### src/rtl/fp32_mul_normround_if.sv
// Handshake bundle between the mantissa multiplier, the normalise/round stage
// and the result consumer.
interface fp32_mul_normround_if;
   logic        in_valid;
   logic        in_ready;
   logic        in_sign;
   logic [7:0]  in_exp_a;
   logic [7:0]  in_exp_b;
   logic [63:0] in_prod;
   logic [2:0]  in_flags;
   logic        out_valid;
   logic        out_ready;
   logic [31:0] out_result;
   logic [3:0]  out_flags;

   modport master (
      output in_valid, in_sign, in_exp_a, in_exp_b, in_prod, in_flags, out_ready,
      input  in_ready, out_valid, out_result, out_flags
   );

   modport slave (
      input  in_valid, in_sign, in_exp_a, in_exp_b, in_prod, in_flags, out_ready,
      output in_ready, out_valid, out_result, out_flags
   );
endinterface

### src/rtl/fp32_mul_normround.sv
// Normalise, round-to-nearest-even and pack stage of the binary32 multiplier.
// Stage 1 normalises the mantissa product; stage 2 rounds and packs the result.
module fp32_mul_normround #(
   parameter int unsigned BIAS = 127,
   parameter logic [31:0] QNAN = 32'h7FC00000
) (
   input logic clk,
   input logic rst_n,
   fp32_mul_normround_if.slave bus
);

   // Valid/ready: a beat moves on any edge where valid & ready are both high;
   // valid and its data hold until accepted, ready may depend on the downstream ready.
   logic               s1_valid;
   logic               s1_sign;
   logic signed [10:0] s1_e;
   logic [22:0]        s1_mant;
   logic               s1_guard;
   logic               s1_sticky;
   logic [2:0]         s1_flags;

   logic               s2_valid;
   logic [31:0]        s2_result;
   logic [3:0]         s2_flags;

   logic               s1_adv;
   logic               in_ready_int;

   assign s1_adv       = !s2_valid || bus.out_ready;
   assign in_ready_int = !s1_valid || s1_adv;

   assign bus.in_ready   = in_ready_int;
   assign bus.out_valid  = s2_valid;
   assign bus.out_result = s2_result;
   assign bus.out_flags  = s2_flags;

   // Bits 63:48 of the product are always zero for 24x24-bit significands.
   logic unused_prod_hi;
   assign unused_prod_hi = ^bus.in_prod[63:48];

   logic signed [10:0] e_sum;
   logic signed [10:0] e_norm;
   logic [22:0]        n_mant;
   logic               n_guard;
   logic               n_sticky;

   always_comb begin
      e_sum    = $signed({3'b000, bus.in_exp_a} + {3'b000, bus.in_exp_b} - 11'(BIAS));
      e_norm   = e_sum;
      n_mant   = bus.in_prod[45:23];
      n_guard  = bus.in_prod[22];
      n_sticky = |bus.in_prod[21:0];
      if (bus.in_prod[47]) begin
         e_norm   = e_sum + 11'sd1;
         n_mant   = bus.in_prod[46:24];
         n_guard  = bus.in_prod[23];
         n_sticky = |bus.in_prod[22:0];
      end
   end

   logic               rnd;
   logic [23:0]        mant_sum;
   logic signed [10:0] e_rnd;
   logic [31:0]        pack_result;
   logic [3:0]         pack_flags;

   // A rounding carry leaves the sum at 1.000..., so the low 23 bits are already zero.
   always_comb begin
      rnd         = s1_guard && (s1_sticky || s1_mant[0]);
      mant_sum    = {1'b0, s1_mant} + {23'b0, rnd};
      e_rnd       = s1_e + $signed({10'b0, mant_sum[23]});
      pack_result = 32'h0;
      pack_flags  = 4'h0;
      if (s1_flags[2]) begin
         pack_result = QNAN;
         pack_flags  = 4'b1000;
      end else if (s1_flags[1]) begin
         pack_result = {s1_sign, 8'hFF, 23'b0};
      end else if (s1_flags[0]) begin
         pack_result = {s1_sign, 31'b0};
      end else if (e_rnd >= 11'sd255) begin
         pack_result = {s1_sign, 8'hFF, 23'b0};
         pack_flags  = 4'b0101;
      end else if (e_rnd <= 11'sd0) begin
         pack_result = {s1_sign, 31'b0};
         pack_flags  = 4'b0011;
      end else begin
         pack_result = {s1_sign, e_rnd[7:0], mant_sum[22:0]};
         pack_flags  = {3'b000, s1_guard || s1_sticky};
      end
   end

   always_ff @(posedge clk or negedge rst_n) begin
      if (!rst_n) begin
         s1_valid  <= 1'b0;
         s1_sign   <= 1'b0;
         s1_e      <= 11'sd0;
         s1_mant   <= 23'h0;
         s1_guard  <= 1'b0;
         s1_sticky <= 1'b0;
         s1_flags  <= 3'h0;
         s2_valid  <= 1'b0;
         s2_result <= 32'h0;
         s2_flags  <= 4'h0;
      end else begin
         if (in_ready_int) begin
            s1_valid <= bus.in_valid;
            if (bus.in_valid) begin
               s1_sign   <= bus.in_sign;
               s1_e      <= e_norm;
               s1_mant   <= n_mant;
               s1_guard  <= n_guard;
               s1_sticky <= n_sticky;
               s1_flags  <= bus.in_flags;
            end
         end
         if (s1_adv) begin
            s2_valid <= s1_valid;
            if (s1_valid) begin
               s2_result <= pack_result;
               s2_flags  <= pack_flags;
            end
         end
      end
   end

endmodule
### src/flat_wrapper.sv
// flat-port wrapper written by rule: the top's interface ports become plain ports
module fp32_mul_normround_flat 
#(
   parameter int unsigned BIAS = 127,
   parameter logic [31:0] QNAN = 32'h7FC00000
)
  (clk, rst_n, bus_in_valid, bus_in_sign, bus_in_exp_a, bus_in_exp_b, bus_in_prod, bus_in_flags, bus_out_ready, bus_in_ready, bus_out_valid, bus_out_result, bus_out_flags);
  fp32_mul_normround_if bus_i ();
  input logic clk;
  input logic rst_n;
  input wire logic [$bits(bus_i.in_valid)-1:0] bus_in_valid;
  input wire logic [$bits(bus_i.in_sign)-1:0] bus_in_sign;
  input wire logic [$bits(bus_i.in_exp_a)-1:0] bus_in_exp_a;
  input wire logic [$bits(bus_i.in_exp_b)-1:0] bus_in_exp_b;
  input wire logic [$bits(bus_i.in_prod)-1:0] bus_in_prod;
  input wire logic [$bits(bus_i.in_flags)-1:0] bus_in_flags;
  input wire logic [$bits(bus_i.out_ready)-1:0] bus_out_ready;
  output wire logic [$bits(bus_i.in_ready)-1:0] bus_in_ready;
  output wire logic [$bits(bus_i.out_valid)-1:0] bus_out_valid;
  output wire logic [$bits(bus_i.out_result)-1:0] bus_out_result;
  output wire logic [$bits(bus_i.out_flags)-1:0] bus_out_flags;
  assign bus_i.in_valid = bus_in_valid;
  assign bus_i.in_sign = bus_in_sign;
  assign bus_i.in_exp_a = bus_in_exp_a;
  assign bus_i.in_exp_b = bus_in_exp_b;
  assign bus_i.in_prod = bus_in_prod;
  assign bus_i.in_flags = bus_in_flags;
  assign bus_i.out_ready = bus_out_ready;
  assign bus_in_ready = bus_i.in_ready;
  assign bus_out_valid = bus_i.out_valid;
  assign bus_out_result = bus_i.out_result;
  assign bus_out_flags = bus_i.out_flags;
  fp32_mul_normround #(.BIAS(BIAS), .QNAN(QNAN)) u_core (.clk(clk), .rst_n(rst_n), .bus(bus_i));
endmodule
### config.mk
export PLATFORM = sky130hd
export DESIGN_NAME = fp32_mul_normround_flat
export DESIGN_NICKNAME = d
export VERILOG_FILES = /design/src/rtl/fp32_mul_normround_if.sv /design/src/rtl/fp32_mul_normround.sv /design/src/flat_wrapper.sv
export SDC_FILE = /design/constraint.sdc
export NUM_CORES = 1
export LEC_CHECK = 0
export CORE_MARGIN = 3
export CORE_UTILIZATION = 48
export CTS_CLUSTER_DIAMETER = 80
export DETAILED_ROUTE_END_ITERATION = 8
export PLACE_DENSITY = 0.79
export SYNTH_ARGS = -nofsm -noshare
export SYNTH_HDL_FRONTEND = slang
export SYNTH_SLANG_ARGS = --single-unit
### constraint.sdc
create_clock -name clk -period 3.9 [get_ports clk]
set_clock_uncertainty 0.2 [all_clocks]
set_input_delay 0.78 -clock clk [delete_from_list [all_inputs] [get_ports clk]]
set_output_delay 0.78 -clock clk [all_outputs]
set_load 0.01 [all_outputs]
==> key figures <==
Synthesis
  • Synth Area in Compound Gates: 0.1418
  • Syn. warnings: 0
  • Post-synth top flop: dfrtp_1
  • Post-synthesis adder-cell area fraction: 0.04543
  • Largest family of logic cells by synthesized area: simple AND/OR/NAND/NOR gates
  • Post-synth ARST share: 1.000
  • Register area share after synthesis: 0.4269
  • Syn_nets: 603
  • Mapped Area: 4572 sq um
  • Simple-gate portion of the synthesized area: 0.1935
  • Yosys cell types: 54
  • Seq cells post-synth: 78
  • Post-Synthesis Cells: 499
  • Mux cell area share after synthesis: 0.07334
  • XOR/XNOR Fraction of Synth Area: 0.08812
  • EDFF count, synth: 0
  • Mapped Avg Cell Area: 9.162 sq um

Timing
  • Final worst-path cycle share: 0.9447
  • Max Clk Rate: 271.4 MHz
  • Final setup viols: 0
  • Slew @ Worst Pin: 0.9489 ns
  • Post-layout min period: 3.684 ns
  • Max-slew headroom: 0.3674
  • Setup_tns: 0 ns
  • Max Slew Vio Count: 0
  • Final hold viol count: 0

Pwr
  • Int Pwr: 1.561 mW
  • Pwr/cell area: 377.5 nW/um^2
  • Sequential share of power: 0.454
  • Total power: 2.302 mW
  • Sw frac: 0.3217
  • Combinational power share: 0.307
  • Psw: 0.7404 mW
  • Maximum VDD drop: 146.5 uV
  • Leakage Power: 2.539 nW
  • Clock Power Share: 0.238

Place
  • DP HPWL: 8068 um
  • DP Area: 5867 sq um
  • Placed Cells: 732
  • Gpl congestion: 0.8227
  • Buffers added on ports: 109

Layout
  • Fillcell total: 751
  • # diodes: 0
  • Register area: 1952 sq um
  • Multi-input logic area: 2526 sq um
  • Fin nets: 722
  • Post-Route Utilization: 0.6793
  • Post-layout instance area: 6097 sq um
  • Final Non-Filler Cells: 749
  • Share of layout cells above drive strength 1: 0.09470
  • P&R area growth vs syn: 33.36%

Min path
  • Hold Crit Depth: 2
  • Hold WC Path Type: flip-flop to flip-flop

Setup path
  • Crit path arrival time: 3.76 ns
  • CP max stage cell: dfrtp_1
  • Critical Path RT: 3.97 ns
  • Crit path launch type: flip-flop
  • Crit path max-delay family: simple AND/OR/NAND/NOR gates
  • Worst r2r path cells: 15
  • CP cell instances: o21a_1 > ha_1 > nand2_1 > nor2_2 > nand4_1 > nor4_2 > ha_2 > ha_4 > and4_4 > mux2i_2 > o41a_1 > nor2b_1 > nand3_1 > buf_12 > o21ai_0
  • CP Class: flip-flop to flip-flop
  • Critical Path Max Stage Delay: 0.39 ns
  • Bufs and invs on worst path: 1
  • Crit end category: flip-flop
  • CP max FO: 22
  • Levels on crit path: 15

Drt
  • Met3 routed WL: 389 um
  • WL/cell: 14.00 um
  • Pre-antenna DRT Iters: 4
  • Antenna-violating nets left: 0
  • DR WL met2: 5451 um
  • Vias per cell: 5.240
  • Top sig layer: met4
  • DRC viols: 0
  • Initial drt markers: 139
  • WL met1: 4421 um
  • WL final: 10490 um
  • Vias: 3925

CTS
  • CTS sink count: 78
  • Max Root-Sink Buffers: 2
  • Total CTS buffers: 9
  • Clk Latency, worst-skew pair: 0.36 ns
  • Worst-path clk slew: 0.07 ns
  • CTS H-tree lvls: 3
  • TritonCTS clock tree: yes
  • Root Buffer: clkbuf_8

Die
  • Core Area: 8976 sq um
  • Die area: 10730 sq um
  • # IOs: 126
  • Die Wd: 103.6 um
  • Num rows: 34
  • Starting Density: 0.5093
  • Die Height: 103.6 um

GRT
  • GRT Residual Overflow: 0
  • Vias in the first global route: 3964
  • Tot GR Track Use: 0.1946
  • Initial antenna violation count: 0
  • Largest net degree at the start of global routing: 79
  • Global-route wire length before repair: 17400 um

Outcome
  • Outcome: finished, final reports clean

Run
  • # Max-Cap Violations: 0
## repair_timing
item | 4_1_cts | 5_1_grt
endpoints found under the hold margin | 0 | 0
hold buffers | 0 | 0
setup endpoints to repair | 0 | 33
resized for setup | 0 | 10
setup buffers | 0 | 1
## worst register-to-register path, cell delays in order (launching register included)
cell and delay (ns):
dfrtp_1 0.39, o21a_1 0.12, ha_1 0.19, nand2_1 0.10, nor2_2 0.15, nand4_1 0.19
nor4_2 0.38, ha_2 0.28, ha_4 0.18, and4_4 0.25, mux2i_2 0.28, o41a_1 0.22
nor2b_1 0.17, nand3_1 0.14, buf_12 0.21, o21ai_0 0.17
## kinds of logic after synthesis
family / count (synthesis)
adder cells (fa/ha/maj): 16
AO/OA/AOI/OAI: 106
AND/OR/NAND/NOR: 187
flip-flops: 78
multiplexers: 33
buffers and inverters: 33
XOR/XNOR: 46
## routing by layer
layer,up-vias,GRT usage
met1,1832,0.2187
met4,0,0.08547
li1,1986,-
met2,90,0.3668
met5,-,0
met3,17,0.02488
## state kept, by name, indices dropped and copies added, names as in the netlist
register and cells:
u_core.s1_flags 3, u_core.s1_sticky 1, u_core.s1_e 11, u_core.bus.out_flags 4
u_core.s1_mant 23, u_core.bus.out_valid 1, u_core.s1_sign 1, u_core.bus.out_result 32
u_core.s1_valid 1, u_core.s1_guard 1
## power groups by stage
stage | Clock, mW | Sequential (mW) | Combinational (mW)
floorplan | 0 | 1.05 | 0.389
global placement | 0 | 1.05 | 0.674
detailed placement | 0 | 1.06 | 0.699
CTS | 0.560 | 1.04 | 0.702
global route | 0.595 | 1.06 | 0.780
finish | 0.549 | 1.05 | 0.707
## cell type report
type,instances,area share
inverter,14,0.008619
sequential,78,0.3201
timing repair buffer,127,0.2019
clock buffer,13,0.02606
clock inverter,3,0.003078
tap,126,0.02586
multi-input combinational,388,0.4143
## synthesized netlist by cell type, types with 2 or more instances
library cell  count  area share
mux2i_1          29       0.063
clkbuf_1         11      0.0090
o21ai_1           5      0.0055
and4_1            4      0.0077
a21oi_1          12       0.013
o31ai_1           2      0.0033
nor3_1            8      0.0088
nand2b_1          5      0.0068
ha_1             15       0.041
xor2_1           21       0.040
buf_1             2      0.0016
o221a_2           2      0.0049
buf_2             4      0.0044
mux2_2            4      0.0099
nand4_1           5      0.0068
nand3b_1          3      0.0049
nor4_1            8       0.011
a31oi_1           3      0.0041
nand3_1          19       0.021
a211oi_1          2      0.0033
dfrtp_1          78        0.43
and2_1            2      0.0027
o21ai_0          63       0.069
and3_1            6      0.0082
nand2_1          87       0.071
xnor2_1          25       0.048
a211oi_2          2      0.0055
a21o_1            3      0.0049
inv_1            14       0.011
nor4b_1           2      0.0038
nor2b_1           4      0.0055
nor2_1           27       0.022
## through the flow
step	setup slack, ns	hold slack (ns)
after floorplan	0.4762	0.2563
after global placement	0.1025	0.2504
after detailed placement	-0.0007661	0.2635
after CTS	0.05784	0.2807
after global routing	-0.06573	0.3015
final	0.2156	0.2740
## cells in the final DEF (no fill, tap or decap), types with 11 or more instances in the layout
cell type        Yosys  routed
mux2i_1             29      28
nand3_1             19      19
buf_4                0      18
nand2_1             87      86
o21ai_0             63      62
a21oi_1             12      12
xor2_1              21      20
clkbuf_8             0      11
clkdlybuf4s50_1      0     107
xnor2_1             25      24
inv_1               14      14
nor2_1              27      26
ha_1                15      13
dfrtp_1             78      78
## worst paths after layout
kind                                                       startpoint                                    end  slack (ns)
min in group asynchronous                                       rst_n   u_core.bus.out_result[5]$_DFFE_PN0P_        0.36
worst max register to register          u_core.s1_mant[0]$_DFFE_PN0P_  u_core.bus.out_result[14]$_DFFE_PN0P_        0.22
worst max-delay path                    u_core.s1_mant[0]$_DFFE_PN0P_  u_core.bus.out_result[14]$_DFFE_PN0P_        0.22
worst min register to register  u_core.bus.out_result[31]$_DFFE_PN0P_  u_core.bus.out_result[31]$_DFFE_PN0P_        0.27
worst min-delay path            u_core.bus.out_result[31]$_DFFE_PN0P_  u_core.bus.out_result[31]$_DFFE_PN0P_        0.27
max in group asynchronous                                       rst_n  u_core.bus.out_result[24]$_DFFE_PN0P_        2.52
Note: power is estimated with default switching activity, not from simulation.
